**src/rtl/mul_ctrl_pkg.sv**
```systemverilog
// -----------------------------------------------------------------------------
// mul_ctrl_pkg
// Shared types and constants for the digit-serial multiplier controller.
//   state_t  : controller FSM states (2-bit encoding)
//   DIGIT_W  : width of one operand digit fed to the shared multiplier
//   PP_W     : width of one partial product from the 4x4 multiplier
// -----------------------------------------------------------------------------
package mul_ctrl_pkg;

    localparam int DIGIT_W = 4;
    localparam int PP_W    = 8;

    typedef enum logic [1:0] {
        ST_IDLE = 2'b00,
        ST_CALC = 2'b01,
        ST_DONE = 2'b10
    } state_t;

endpackage

```
**src/rtl/array_mul_4.sv**
```systemverilog
// -----------------------------------------------------------------------------
// array_mul_4
// Combinational 4x4 unsigned array multiplier (shift-and-add rows).
// Ports:
//   x  input  [3:0]  first digit
//   y  input  [3:0]  second digit
//   p  output [7:0]  x * y
// -----------------------------------------------------------------------------
module array_mul_4
    import mul_ctrl_pkg::*;
(
    input  logic [DIGIT_W-1:0] x,
    input  logic [DIGIT_W-1:0] y,
    output logic [PP_W-1:0]    p
);

    logic [PP_W-1:0] sum_s;
    logic [PP_W-1:0] x_ext_s;

    // One AND-row per bit of y, each shifted by its bit position and summed.
    always_comb begin
        x_ext_s = {4'd0, x};
        sum_s   = 8'd0;
        for (int k = 0; k < DIGIT_W; k++) begin
            if (y[k]) begin
                sum_s = sum_s + (x_ext_s << k);
            end else begin
                sum_s = sum_s;
            end
        end
    end

    assign p = sum_s;

endmodule

```
**src/rtl/mul_seq_ctrl.sv**
```systemverilog
// -----------------------------------------------------------------------------
// mul_seq_ctrl
// Digit-serial unsigned multiplier: OPW x OPW product built from D*D passes
// through one shared 4x4 array multiplier, with valid/ready on both sides.
// Parameters:
//   OPW  operand width (multiple of 4, >= 4); D = OPW/4 digits per operand
// Ports:
//   clk        rising-edge clock
//   rst        synchronous active-high reset
//   in_valid   request valid          in_ready   controller idle, can accept
//   a, b       operands, sampled on the input handshake
//   out_valid  product valid          out_ready  consumer accepts product
//   product    2*OPW result, stable while out_valid=1
//   busy       high while calculating or holding a result
// Optional build macro:
//   MUL_ZERO_SKIP_EN  requests with a zero operand finish after one cycle
// -----------------------------------------------------------------------------
module mul_seq_ctrl
    import mul_ctrl_pkg::*;
#(
    parameter int OPW = 8
) (
    input  logic             clk,
    input  logic             rst,
    input  logic             in_valid,
    output logic             in_ready,
    input  logic [OPW-1:0]   a,
    input  logic [OPW-1:0]   b,
    output logic             out_valid,
    input  logic             out_ready,
    output logic [2*OPW-1:0] product,
    output logic             busy
);

    localparam int D     = OPW / DIGIT_W;
    localparam int IDX_W = (D > 1) ? $clog2(D) : 1;
    localparam int PW    = 2 * OPW;
    localparam logic [IDX_W-1:0] LAST_IDX = IDX_W'(D - 1);

    state_t           state_r;
    state_t           state_s;
    logic [OPW-1:0]   a_r;
    logic [OPW-1:0]   b_r;
    logic [PW-1:0]    acc_r;
    // step is kept as (i_r, j_r) = (step mod D, step div D)
    logic [IDX_W-1:0] i_r;
    logic [IDX_W-1:0] j_r;
    logic             out_valid_r;
    logic             busy_r;

    logic [DIGIT_W-1:0] a_dig_s;
    logic [DIGIT_W-1:0] b_dig_s;
    logic [PP_W-1:0]    pp_s;
    logic [PW-1:0]      pp_wide_s;
    logic [PW-1:0]      pp_shift_s;
    logic               last_step_s;
    logic               zero_req_s;

    // Digit select for the current step and the weighted partial product.
    always_comb begin
        a_dig_s     = a_r[int'(i_r)*DIGIT_W +: DIGIT_W];
        b_dig_s     = b_r[int'(j_r)*DIGIT_W +: DIGIT_W];
        last_step_s = (i_r == LAST_IDX) && (j_r == LAST_IDX);
        pp_wide_s   = '0;
        pp_wide_s[PP_W-1:0] = pp_s;
        pp_shift_s  = pp_wide_s << (DIGIT_W * (int'(i_r) + int'(j_r)));
    end

    array_mul_4 u_mul (
        .x (a_dig_s),
        .y (b_dig_s),
        .p (pp_s)
    );

    // Zero-operand detection on the incoming request.
    always_comb begin
`ifdef MUL_ZERO_SKIP_EN
        zero_req_s = (a == '0) || (b == '0);
`else
        zero_req_s = 1'b0;
`endif
    end

    // FSM next-state logic.
    always_comb begin
        state_s = state_r;
        case (state_r)
            ST_IDLE: begin
                if (in_valid) begin
                    state_s = ST_CALC;
                end else begin
                    state_s = ST_IDLE;
                end
            end
            ST_CALC: begin
                if (last_step_s) begin
                    state_s = ST_DONE;
                end else begin
                    state_s = ST_CALC;
                end
            end
            ST_DONE: begin
                if (out_ready) begin
                    state_s = ST_IDLE;
                end else begin
                    state_s = ST_DONE;
                end
            end
            default: begin
                state_s = ST_IDLE;
            end
        endcase
    end

    // State, operand, step and accumulator registers.
    always_ff @(posedge clk) begin
        if (rst) begin
            state_r     <= ST_IDLE;
            a_r         <= '0;
            b_r         <= '0;
            acc_r       <= '0;
            i_r         <= '0;
            j_r         <= '0;
            out_valid_r <= 1'b0;
            busy_r      <= 1'b0;
        end else begin
            state_r     <= state_s;
            out_valid_r <= (state_s == ST_DONE);
            busy_r      <= (state_s != ST_IDLE);
            case (state_r)
                ST_IDLE: begin
                    if (in_valid) begin
                        a_r   <= a;
                        b_r   <= b;
                        acc_r <= '0;
                        // A zero operand makes every partial product zero, so
                        // jumping to the final step yields acc=0 after one cycle.
                        if (zero_req_s) begin
                            i_r <= LAST_IDX;
                            j_r <= LAST_IDX;
                        end else begin
                            i_r <= '0;
                            j_r <= '0;
                        end
                    end else begin
                        a_r <= a_r;
                    end
                end
                ST_CALC: begin
                    acc_r <= acc_r + pp_shift_s;
                    if (last_step_s) begin
                        i_r <= i_r;
                    end else if (i_r == LAST_IDX) begin
                        i_r <= '0;
                        j_r <= j_r + IDX_W'(1);
                    end else begin
                        i_r <= i_r + IDX_W'(1);
                    end
                end
                default: begin
                    acc_r <= acc_r;
                end
            endcase
        end
    end

    assign in_ready  = (state_r == ST_IDLE);
    assign out_valid = out_valid_r;
    assign busy      = busy_r;
    assign product   = acc_r;

endmodule

```
**config.mk**
```make
export PLATFORM = sky130hd
export DESIGN_NAME = mul_seq_ctrl
export DESIGN_NICKNAME = d
export VERILOG_FILES = /design/src/rtl/mul_ctrl_pkg.sv /design/src/rtl/array_mul_4.sv /design/src/rtl/mul_seq_ctrl.sv
export SDC_FILE = /design/constraint.sdc
export NUM_CORES = 1
export LEC_CHECK = 0
export ABC_CLOCK_PERIOD_IN_PS = 7550
export BUFFER_PORTS_ARGS = -buffer_cell sky130_fd_sc_hd__buf_2
export CAP_MARGIN = 20
export CORE_UTILIZATION = 55
export CTS_CLUSTER_DIAMETER = 80
export DETAILED_ROUTE_END_ITERATION = 8
export HOLD_SLACK_MARGIN = 0.1
export PLACE_DENSITY_LB_ADDON = 0.2
export SLEW_MARGIN = 20
export SYNTH_ARGS = -nofsm -noshare
export SYNTH_HDL_FRONTEND = slang
export SYNTH_HIERARCHICAL = 1
export SYNTH_SLANG_ARGS = --single-unit
```
**constraint.sdc**
```tcl
create_clock -name clk -period 7.55 [get_ports clk]
set_input_delay 0.755 -clock clk [delete_from_list [all_inputs] [get_ports clk]]
set_output_delay 0.755 -clock clk [all_outputs]
set_load 0.005 [all_outputs]
```
# Word level (Yosys, flattened, before mapping)
# Index checks and enable logic that the tools add are counted.
[word_totals]
ff_bits = 38
out_inout_bits = 19
input_bits = 20
wordCells = 49
[op_classes]
n_mux = 17
eq_ne = 6
n_shift = 3
addsub = 7
n_reduce_logical = 8
[ops]
columns = ["operator", "n"]
rows = [
  ["$pmux W16 S2", 1],
  ["$mux W8", 3],
  ["$add A16 B16 Y16", 1],
  ["$mux W16", 1],
  ["$shiftx A8 B4 Y4", 2],
  ["$shl A8 B4 Y16", 1],
  ["$add A8 B5 Y8", 1],
  ["$add A8 B6 Y8", 1],
  ["$add A8 B7 Y8", 1],
  ["$mux W1", 6],
  ["$ne A2 B2 Y1 const B", 3],
  ["$pmux W2 S3", 1],
  ["$eq A2 B2 Y1 const B", 2],
  ["$mux W2", 2],
  ["$mux W4", 1],
  ["$pmux W1 S2", 2],
  ["$reduce_and A2 Y1", 2],
  ["$reduce_and A4 Y1", 1],
  ["$reduce_bool A2 Y1", 2],
  ["$reduce_and A3 Y1", 1],
  ["$add A1 B1 Y1 const B", 2],
  ["$add A1 B1 Y2", 1],
  ["$eq A2 B1 Y1 const B", 1],
  ["$logic_not A2 Y1", 1],
  ["$logic_and A1 B1 Y1", 1],
]

# Depth between registers and ports, before layout
# Gate-level depths: netlist (run 1).
[depth]
ltp_word = 11
ltp_mapped = 28
depth_no_buf = 26

# By module
# Netlist (run 1), hierarchy kept.
[by_module_without_submodules]
columns = ["mod", "instances", "cells_per_inst", "area_each_um2", "seq_area_each_um2"]
rows = [
  ["mul_seq_ctrl", 1, 299, 2469.9, 760.7],
  ["array_mul_4", 1, 69, 563.0, 0.0],
]

# Least setup slack after synthesis (run 1)
# No wires, ideal clock.
[synth_timing]
kind = "flip-flop to flip-flop"
from = "register i_r"
to = "register acc_r[14], in the netlist product[14]"
path_slack_ns = 2.004
path_stages_with_launch = 26
required_time_ns = 7.433
t_arrival_ns = 5.428
n_path_buf = 2
setup_time_ns = 0.117
synth_period_minus_slack_ns = 5.546
cell_sequence = "dfxtp_1 -> clkbuf_1 -> mux2_2 -> and2_1 -> ha_1 -> inv_1 -> fa_1 -> mux2i_1 -> ha_1 -> inv_1 -> fa_1 -> nand2_1 -> a21boi_1 -> ha_1 -> fa_1 -> xor2_1 -> a32oi_1 -> o31ai_1 -> a22o_1 -> ha_1 -> buf_6 -> a21oi_2 -> o21ai_1 -> a211o_1 -> or3_1 -> a32o_1"
[synth_between]
elab_chain_len = 11
elab_cells_between_ends = 12
cone_classes = "add/sub (5); shift (2); mux (5)"
[synth_rtl]
columns = ["item", "line", "text"]
rows = [
  ["from (decl)", "mul_seq_ctrl.sv:46", "logic [IDX_W-1:0] i_r;"],
  ["from (signal assigned)", "mul_seq_ctrl.sv:152", "i_r <= i_r;"],
  ["from (signal assigned)", "mul_seq_ctrl.sv:157", "i_r <= i_r + IDX_W'(1);"],
  ["$shiftx A8 B4 Y4 (*)", "mul_seq_ctrl.sv:61", "a_dig_s = a_r[int'(i_r)*DIGIT_W +: DIGIT_W];"],
  ["net a_dig_s[1]", "mul_seq_ctrl.sv:51", "logic [DIGIT_W-1:0] a_dig_s;"],
  ["$mux W4", "array_mul_4.sv:25", "if (y[k]) begin"],
  ["$add A8 B5 Y8", "array_mul_4.sv:26", "sum_s = sum_s + (x_ext_s << k);"],
  ["$mux W8", "array_mul_4.sv:25", ""],
  ["$add A8 B6 Y8", "array_mul_4.sv:26", ""],
  ["$mux W8", "array_mul_4.sv:25", ""],
  ["$add A8 B7 Y8", "array_mul_4.sv:26", ""],
  ["$mux W8 (*)", "array_mul_4.sv:25", ""],
  ["net pp_s[5]", "mul_seq_ctrl.sv:53", "logic [PP_W-1:0] pp_s;"],
  ["$shl A8 B4 Y16 (*)", "mul_seq_ctrl.sv:66", "pp_shift_s = pp_wide_s << (DIGIT_W * (int'(i_r) + int'(j_r)));"],
  ["$add A16 B16 Y16 (*)", "mul_seq_ctrl.sv:150", "acc_r <= acc_r + pp_shift_s;"],
  ["$pmux W16 S2 (*)", "mul_seq_ctrl.sv:130", "case (state_r)"],
  ["to (signal assigned)", "mul_seq_ctrl.sv:150", ""],
  ["to (signal assigned)", "mul_seq_ctrl.sv:161", "acc_r <= acc_r;"],
  ["to (decl)", "mul_seq_ctrl.sv:44", "logic [PW-1:0] acc_r;"],
]
# The timed path passes the listed nets; every way through them passes the cells marked *.
# A chain may end at the register's enable or synchronous reset.

# Worst setup path in the final report (run 1)
# Same ends and word-level chain as after synthesis.

==> impl_metrics.yaml, run 1 <==
layout:
  final_nets: 446
  antennaDiodeCount: 0
  syn_to_final_growth_pct: 10.64
  drive_above_1_share_pct: 18.18
  design_area_um2: 3356
worst_setup_path:
  start_kind: "flop"
  cp.depth: 23
  r2r_setup_slack_ns: 1.47
  crit_path_end_kind: "flop"
  cp.buffers_inverters: 2
  r2r_end: "product[14]"
  cp_top_family: "adder cells"
  crit_path_frequent_cell: "ha_1"
  required_ns: 7.74
  r2r-start: "i_r"
  cp_max_fo: 9
  cp_slowest_stage_delay_ns: 0.52
  ff2ff_path_depth: 23
  arrival_ns: 6.27
  slowest_stage: "dfxtp_1"
  setup.worst_path.start: "i_r"
  worstPathCellList: "mux2_2 -> and2_1 -> ha_1 -> inv_1 -> fa_1 -> mux2i_1 -> ha_1 -> inv_1 -> fa_1 -> nand2_1 -> a21boi_1 -> ha_1 -> fa_1 -> xor2_1 -> a32oi_1 -> o31ai_1 -> mux2i_1 -> nor2_1 -> ha_1 -> o2111ai_4 -> a2111oi_2 -> o21ai_0 -> a32o_1"
  criticalPathCategory: "reg -> reg"
  crit_path_end: "product[14]"
clock_tree:
  cts_buffer_depth: 2
  postCtsSetupRepairBufs: 0
  cts_resized: 0
  cts-hold-fix-buffers: 0
  cts_tree: "yes"
  clock_latency_ns: 0.29
  root_buffer: "clkbuf_8"
  path_clk_slew_ns: 0.08
  cts.sinks: 38
  htreeDepth: 2
  cts_buffers: 5
yosys:
  synthMuxAreaShare_pct: 6.436
  netlist.area_leader.share_pct: 25.08
  synth_compound_area_share_pct: 25.21
  synth-edff-count: 0
  synthTopCellsByArea: "dfxtp_1, ha_1, nand2_1, a21oi_1, mux2_2"
  ys_seq_elements: 38
  yosysTopAreaCell: "dfxtp_1"
  synth_nets: 419
  synthMostInstantiatedCell: "nand2_1"
  syn_avg_cell_area_um2: 8.242
  synth_cell_types: 61
  synth_ff_type: "dfxtp_1"
  synth_xor_area_share_pct: 3.465
  synthSimpleGateAreaFrac_pct: 20.54
  synth_top_family_by_area: "compound AO/OA/AOI/OAI gates"
  synth_common_cells: "nand2_1, dfxtp_1, a21oi_1"
  synth_cells: 368
  yosys_warnings: 6
  synth_area_um2: 3033
  async_flop_share_pct: 0
  synth_fa_ha_area_share_pct: 14.11
  seq_area_frac_synth_pct: 25.08
global_routing:
  grt_overflow: 0
  grt_antenna_before_repair: 0
  grt_pass1_vias: 2615
  groute.usage.overall_pct: 26.70
  grt_max_degree: 33
  grt_pass1_wl_um: 12480
placement:
  globalplace.congestion: 0.9244
  portBuffers: 38
  dp_hpwl_um: 5574
  placed_area_um2: 3218
route:
  postRouteAntennaNets: 0
  routed_wl_um: 7198
  vias_per_cell: 5.957
  route.detailed.drc: 0
  dr.pass1.iters: 4
  vias: 2776
  routedWlPerCell_um: 15.45
  drt_iter0_drc: 139
run_status:
  outcome: "complete, no violations"
floorplan:
  rows: 26
  die_y_um: 76.26
  die-width_um: 76.26
  ioPinCount: 39
  core_um2: 5205
  start_util_pct: 58.27
  dieArea_um2: 5816
power:
  ir_drop_mv: 0.07790
  seqPwrFrac_pct: 42.8
  internal-power_mw: 0.3688
  switchingPower_mw: 0.1291
  switching_share_pct: 25.93
  power_frac_comb_pct: 14.9
  power.density_nw_per_um2: 148.4
  p_leak_nw: 1.505
  clock_power_share_pct: 42.3
sta:
  min_period_ns: 6.083
  finalSetupTns_ns: 0
  setup_viol: 0
  finalCritPeriodShare_pct: 80.57
  skew_ns: 0.003239
  slew_violations: 0
  hold_viol: 0
  fmax_ghz: 0.1644
  slew_headroom_pct: 44.91
  worstMarginPinSlew_ns: 0.8246
  rsz0062_at_grt: "false"
hold_path:
  worstHoldPathCells: 2
  min_path_type: "reg -> reg"
job:
  drv_cap: 0
-- power groups by stage --
stage          logic [mW]  clock network (mW)  registers, mW
6_report           0.0743               0.211          0.213
5_1_grt            0.0835               0.226          0.214
4_1_cts            0.0737               0.215          0.213
3_5_place_dp       0.0733                   0          0.218
3_3_place_gp       0.0715                   0          0.218
2_1_floorplan      0.0565                   0          0.216
-- layout by cell type, fill, tap and decap left out, types with 7 or more instances in the layout --
cell type | netlist | routed
inv_1 | 17 | 17
nor2b_1 | 10 | 10
a21oi_1 | 37 | 37
mux2_2 | 11 | 11
nand2_1 | 60 | 60
xor2_1 | 7 | 7
nand3_1 | 7 | 7
o21ai_0 | 10 | 10
ha_1 | 27 | 27
and2_1 | 9 | 9
buf_2 | 5 | 38
nor2_1 | 19 | 19
dfxtp_1 | 38 | 38
a21o_1 | 7 | 7
-- final cells by class --
type                       instances  area [µm²]
multi-input combinational        295        2116
fill                             482        1849
sequential                        38       760.7
timing repair buffer              38       190.2
tap                               70       87.58
clock buffer                       5       68.82
clock inverter                     3       68.82
inverter                          17       63.81
-- flip-flops by register name (all words and copies together), names as in the netlist --
name       count
busy           1
a_r            8
i_r            1
product       16
out_valid      1
b_r            8
state_r        2
j_r            1
-- worst min-delay path by stage --
stage / startpoint / endpoint
6_report: a_r[0] / a_r[0]
3_3_place_gp: a_r[0] / a_r[0]
4_1_cts: a_r[0] / a_r[0]
2_1_floorplan: a_r[4] / a_r[4]
3_5_place_dp: a_r[0] / a_r[0]
5_1_grt: a_r[0] / a_r[0]
-- tightest hold or removal path, cell delays in order (launching register included) --
cell and delay [ns]:
dfxtp_1 0.31, nand2_1 0.05, a21oi_1 0.05
-- stage by stage --
stage          hold slack [ns]  total power, mW  worst slack, ns  std cells  utilization [%]
2_1_floorplan           0.4329           0.2721            2.004        368                -
3_3_place_gp            0.4430           0.2891            1.711        458            61.83
3_5_place_dp            0.4464           0.2910            1.590        458            61.83
4_1_cts                 0.4575           0.5019            1.575        466            64.47
5_1_grt                 0.4736           0.5231            1.112        466            64.47
6_report                0.4576           0.4979            1.467        466            64.47
-- kinds of logic (layout without fill, tap and decap cells) --
kind of cell,count (synthesis),in the layout
multiplexers,18,18
adder cells (fa/ha/maj),32,32
XOR/XNOR,12,12
flip-flops,38,38
buffers and inverters,35,63
AND/OR/NAND/NOR,128,128
AO/OA/AOI/OAI,105,105
-- per-layer routing --
metal	global-route usage (%)	vias to the layer above	part of all wire (%)
met5	0	-	0
met4	11.92	0	1.7
met3	3.832	10	4.3
met2	39.82	85	42
met1	37.88	1313	52
li1	-	1368	-
(Power assumes the default switching activity.)
==> run 2, diff against run 1 <==
ABC_AREA = 1   (was unset)
ABC_CLOCK_PERIOD_IN_PS = 6300   (was 7550)
clock period = 6.3 ns   (was 7.55 ns; I/O delays follow)
==> run 2 against run 1 <==
  * Register-to-register slack got worse by 0.61 ns
  * Via count increased by 15%
  * Die area increased by 8.2%
  * Non-clock buffer count unchanged
  * Synthesized cell count increased by 41%
  * Area after synthesis increased by 8.4%
  * Worst setup slack got worse by 0.61 ns
  * Utilization decreased by 0.40 points
  * Combinational power increased by 120%
  * Power increased by 30%
  * Flip-flop and latch count unchanged
  * Largest cell class unchanged
  * Sequential share of layout area decreased by 1.6 points
==> impl_metrics.yaml, run 2 <==
sta:
  finalCritPeriodShare_pct: 86.39
  worstMarginPinSlew_ns: 0.8070
  rsz0062_at_grt: "false"
  min_period_ns: 5.442
  slew_violations: 0
  setup_viol: 0
  fmax_ghz: 0.1837
  finalSetupTns_ns: 0
  skew_ns: 0.007483
  slew_headroom_pct: 46.20
  hold_viol: 0
clock_tree:
  htreeDepth: 2
  cts_buffer_depth: 2
  root_buffer: "clkbuf_8"
  cts_resized: 0
  cts.sinks: 38
  cts-hold-fix-buffers: 0
  cts_buffers: 5
  path_clk_slew_ns: 0.09
  postCtsSetupRepairBufs: 0
  clock_latency_ns: 0.30
  cts_tree: "yes"
layout:
  most-common-layout-cells: "nand2_1, inv_1, a21oi_1"
  final_nets: 604
  antennaDiodeCount: 0
  largest_register_ffs: 16
  syn_to_final_growth_pct: 9.932
  final_common_cell: "nand2_1"
  final_util_pct: 64.07
  design_area_um2: 3615
  drive_above_1_share_pct: 17.87
floorplan:
  die-width_um: 79.32
  ioPinCount: 39
  rows: 27
  die_y_um: 79.32
  start_util_pct: 58.28
  core_um2: 5642
  dieArea_um2: 6292
worst_setup_path:
  r2r_end: "product[14]"
  slowest_stage: "o21ai_0"
  r2r-start: "i_r"
  criticalPathCategory: "reg -> reg"
  arrival_ns: 5.60
  cp_slowest_stage_delay_ns: 0.61
  cp_max_fo: 9
  ff2ff_path_depth: 26
  required_ns: 6.46
  r2r_setup_slack_ns: 0.86
  start_kind: "flop"
  crit_path_frequent_cell: "nand2_1"
  crit_path_end_kind: "flop"
route:
  dr.pass1.iters: 5
  route.detailed.drc: 0
  drt_iter0_drc: 159
  routedWlPerCell_um: 12.18
  routed_wl_um: 7625
  postRouteAntennaNets: 0
  vias_per_cell: 5.081
  vias: 3181
power:
  power.total_mw: 0.6482
  p_leak_nw: 1.923
  power.density_nw_per_um2: 179.3
  ir_drop_mv: 0.1773
job:
  drv_cap: 0
yosys:
  synthTopCellsByArea: "dfxtp_1, nand2_1, ha_1, inv_1, a21oi_1"
  synth_cells: 520
  synth_ff_type: "dfxtp_1"
  synth_cell_types: 40
  synthMostInstantiatedCell: "nand2_1"
  netlist.area_leader.share_pct: 23.14
  syn_avg_cell_area_um2: 6.323
  synth-edff-count: 0
  yosysTopAreaCell: "dfxtp_1"
  ys_seq_elements: 38
  synth_common_cells: "nand2_1, inv_1, a21oi_1"
  synth_area_um2: 3288
  async_flop_share_pct: 0
  seq_area_frac_synth_pct: 23.14
  synth_nets: 571
  yosys_warnings: 6
global_routing:
  grt_overflow: 0
  groute.usage.overall_pct: 25.89
  grt_pass1_vias: 2868
  grt_pass1_wl_um: 12830
  grt_max_degree: 39
  grt_antenna_before_repair: 0
placement:
  globalplace.congestion: 0.8719
  placed_area_um2: 3501
  dp_hpwl_um: 5798
  portBuffers: 38
run_status:
  outcome: "complete, no violations"
hold_path:
  min_from: "a_r[0]"
  holdPathEnd: "a_r[0]"
  min_path_type: "reg -> reg"
  worstHoldPathCells: 2
## run 2: changes by cell type in the layout (fill, tap and decap cells not counted), moves of 8 or more
cell	delta
nand2_1	+118
inv_1	+52
nand3_1	+22
nand2_2	+15
mux2_2	-11
nor2b_1	-10
nand3_2	+9
nor2_1	+9
a21oi_1	+8
## run 2: critical path: cells and delay by family (launching register included)
kind            cells  cell delay [ns]
compound gates      6             1.43
xor+xnor            2             0.30
fa+ha+maj           6             2.11
buf+inv             3             0.17
flops               1             0.40
simple gates        9             0.89
## run 2: logic make-up (layout without fill, tap and decap cells)
kind of cell / count (synthesis) / count (layout) / share of synthesized area, %
compound gates: 76 / 76 / 12.90
xor+xnor: 3 / 3 / 0.7992
fa+ha+maj: 31 / 31 / 12.71
buf+inv: 91 / 125 / 11.30
flops: 38 / 38 / 23.14
simple gates: 281 / 281 / 39.16
## run 2: final cells by class
type                            count  area, µm²
Multi-Input combinational cell    391       2156
Fill cell                         513       2027
Sequential cell                    38      760.7
Inverter                           79      304.0
Timing Repair Buffer               38      190.2
Tap cell                           72      90.09
Clock buffer                        5      68.82
Clock inverter                      3      45.04
## run 2: how the worst max path moves through the flow
| stage | from | endpoint | slack (ns) | cells after the start |
|---|---|---|---|---|
| after global placement | i_r | product[15] | 1.05 | 27 |
| after floorplan | i_r | product[11] | 1.44 | 32 |
| after global routing | i_r | product[14] | 0.34 | 32 |
| after detailed placement | i_r | product[14] | 0.94 | 27 |
| final | i_r | product[14] | 0.86 | 26 |
| after CTS | i_r | product[14] | 0.92 | 27 |
## run 2: routing by layer
metal	up-vias	share of wire [%]	global-route usage, %
met5	-	0	0
met4	0	1.4	7.455
met3	10	4.6	4.253
met2	69	43	40.78
met1	1397	51	36.12
li1	1705	-	-
## run 2: where the power goes
| group | total [mW] | leakage, nW | internal [mW] | switching (mW) |
|---|---|---|---|---|
| sequential | 0.262 | 0.310 | 0.252 | 0.00963 |
| clock | 0.220 | 0.0504 | 0.118 | 0.102 |
| combinational | 0.167 | 1.56 | 0.0573 | 0.109 |
| total | 0.648 | 1.92 | 0.428 | 0.221 |
## run 2: metrics by stage
| step | setup slack [ns] | hold slack, ns | cells |
|---|---|---|---|
| floorplan | 1.444 | 0.4344 | 520 |
| global placement | 1.050 | 0.4490 | 618 |
| global route | 0.3411 | 0.4938 | 626 |
| CTS | 0.9218 | 0.4682 | 626 |
| detailed placement | 0.9394 | 0.4551 | 618 |
| finish | 0.8577 | 0.4714 | 626 |
==> run 3, diff against run 2 <==
CORE_MARGIN = 2   (was unset)
==> run 3 against run 2 <==
  * Power increased by 7.2%
  * Clock-buffer cell count is the same
  * Sequential share of layout area is 0.16 points lower
  * Highest routed layer unchanged
==> impl_metrics.yaml, run 3 (synthesis results as in run 2) <==
run_status:
  outcome: "complete, no violations"
layout:
  drive_above_1_share_pct: 17.87
  fin_cells: 629
  design_area_um2: 3642
  final_util_pct: 62.25
  final_common_cell: "nand2_1"
  ff_latch_area_um2: 760.7
  num-fill-cells: 568
  most-common-layout-cells: "nand2_1, inv_1, a21oi_1"
  syn_to_final_growth_pct: 10.77
  antennaDiodeCount: 0
  final_nets: 604
  largest_register_ffs: 16
  multi_input_area_um2: 2156
worst_setup_path:
  arrival_ns: 5.71
  ff2ff_path_depth: 31
  crit_path_frequent_cell: "nand2_1"
  required_ns: 6.54
  r2r_end: "product[14]"
  criticalPathCategory: "reg -> reg"
  setup.worst_path.start: "i_r"
  slowest_stage: "dfxtp_1"
  start_kind: "flop"
  r2r-start: "i_r"
  r2r_setup_slack_ns: 0.83
  cp_max_fo: 9
  crit_path_end_kind: "flop"
  cp_slowest_stage_delay_ns: 0.50
route:
  routed_wl_um: 7870
  drt_iter0_drc: 183
  wl_met2_um: 3545
  routedWlPerCell_um: 12.51
  vias: 3279
  dr.pass1.iters: 5
  postRouteAntennaNets: 0
  route.detailed.drc: 0
  met3_length_um: 343
  vias_per_cell: 5.213
  wl_met1_um: 3921
  top_layer_used: "met4"
placement:
  place_inst: 621
  placed_area_um2: 3505
  dp_hpwl_um: 5941
  globalplace.congestion: 0.9281
  portBuffers: 38
hold_path:
  min_path_type: "reg -> reg"
  min_from: "a_r[0]"
  worstHoldPathCells: 2
  holdPathEnd: "a_r[0]"
clock_tree:
  postCtsSetupRepairBufs: 0
  cts_buffers: 5
  cts_resized: 0
  clock_latency_ns: 0.30
  cts_buffer_depth: 2
  path_clk_slew_ns: 0.09
  cts-hold-fix-buffers: 0
  cts_tree: "yes"
  root_buffer: "clkbuf_8"
  cts.sinks: 38
  htreeDepth: 2
power:
  switching_share_pct: 32.53
  power.density_nw_per_um2: 190.8
  clock_power_share_pct: 38.0
  seqPwrFrac_pct: 37.8
  p_leak_nw: 1.941
  switchingPower_mw: 0.2261
  ir_drop_mv: 0.1352
  internal-power_mw: 0.4689
  power_frac_comb_pct: 24.2
  power.total_mw: 0.6949
sta:
  finalCritPeriodShare_pct: 86.81
  hold_viol: 0
  slew_violations: 0
  worstMarginPinSlew_ns: 0.8157
  rsz0062_at_grt: "false"
  fmax_ghz: 0.1829
  setup_viol: 0
  min_period_ns: 5.469
  finalSetupTns_ns: 0
  slew_headroom_pct: 45.62
  skew_ns: 0.007201
global_routing:
  grt_pass1_vias: 2979
  grt_max_degree: 39
  grt_antenna_before_repair: 0
  grt_overflow: 0
  grt_pass1_wl_um: 13330
  groute.usage.overall_pct: 25.74
floorplan:
  rows: 28
  die_y_um: 81.32
  ioPinCount: 39
  dieArea_um2: 6613
  die-width_um: 81.32
  core_um2: 5851
  start_util_pct: 56.20
job:
  drv_cap: 0
## run 3: cell count changes in the layout (fill, tap and decap cells not counted)
cell	change
bufinv_16	+1
clkinv_4	+1
clkinvlp_4	-2
## run 3: layout make-up
type / instances / share of cell area, %
multi-input cells: 391 / 59.19
flip-flops and latches: 38 / 20.89
inverters: 79 / 8.348
repair buffers: 38 / 5.222
well taps: 75 / 2.576
clock buffers: 5 / 1.889
clock inverters: 3 / 1.889
## run 3: stage by stage
stage          setup WS [ns]  hold slack, ns
2_1_floorplan          1.444          0.4344
3_3_place_gp           1.046          0.4475
3_5_place_dp          0.9290          0.4500
4_1_cts               0.9093          0.4681
5_1_grt               0.2846          0.4904
6_report              0.8311          0.4668
## run 3: worst max-delay path by stage
stage | end
detailed placement | product[14]
global placement | product[14]
global route | product[7]
finish | product[14]
floorplan | product[11]
CTS | product[14]
## run 3: per-layer routing
metal	GRT usage [%]	up-vias
met4	4.576	0
li1	-	1702
met3	3.333	6
met2	43.85	87
met1	35.03	1484
met5	0	-
## run 3: critical path, delay by kind of cell, from the launching register on
family                   cells  cell delay [ns]
AO/OA/AOI/OAI                4             0.74
buffers and inverters        5             0.37
adder cells (fa/ha/maj)      7             2.26
AND/OR/NAND/NOR             14             1.39
flip-flops                   1             0.50
XOR/XNOR                     1             0.16
## run 3: power groups by stage
stage / Sequential [mW] / Clock (mW) / Combinational, mW
final: 0.262 / 0.264 / 0.168
after global routing: 0.264 / 0.274 / 0.191
after CTS: 0.262 / 0.265 / 0.167
after detailed placement: 0.268 / 0 / 0.166
after global placement: 0.267 / 0 / 0.163
after floorplan: 0.265 / 0 / 0.130
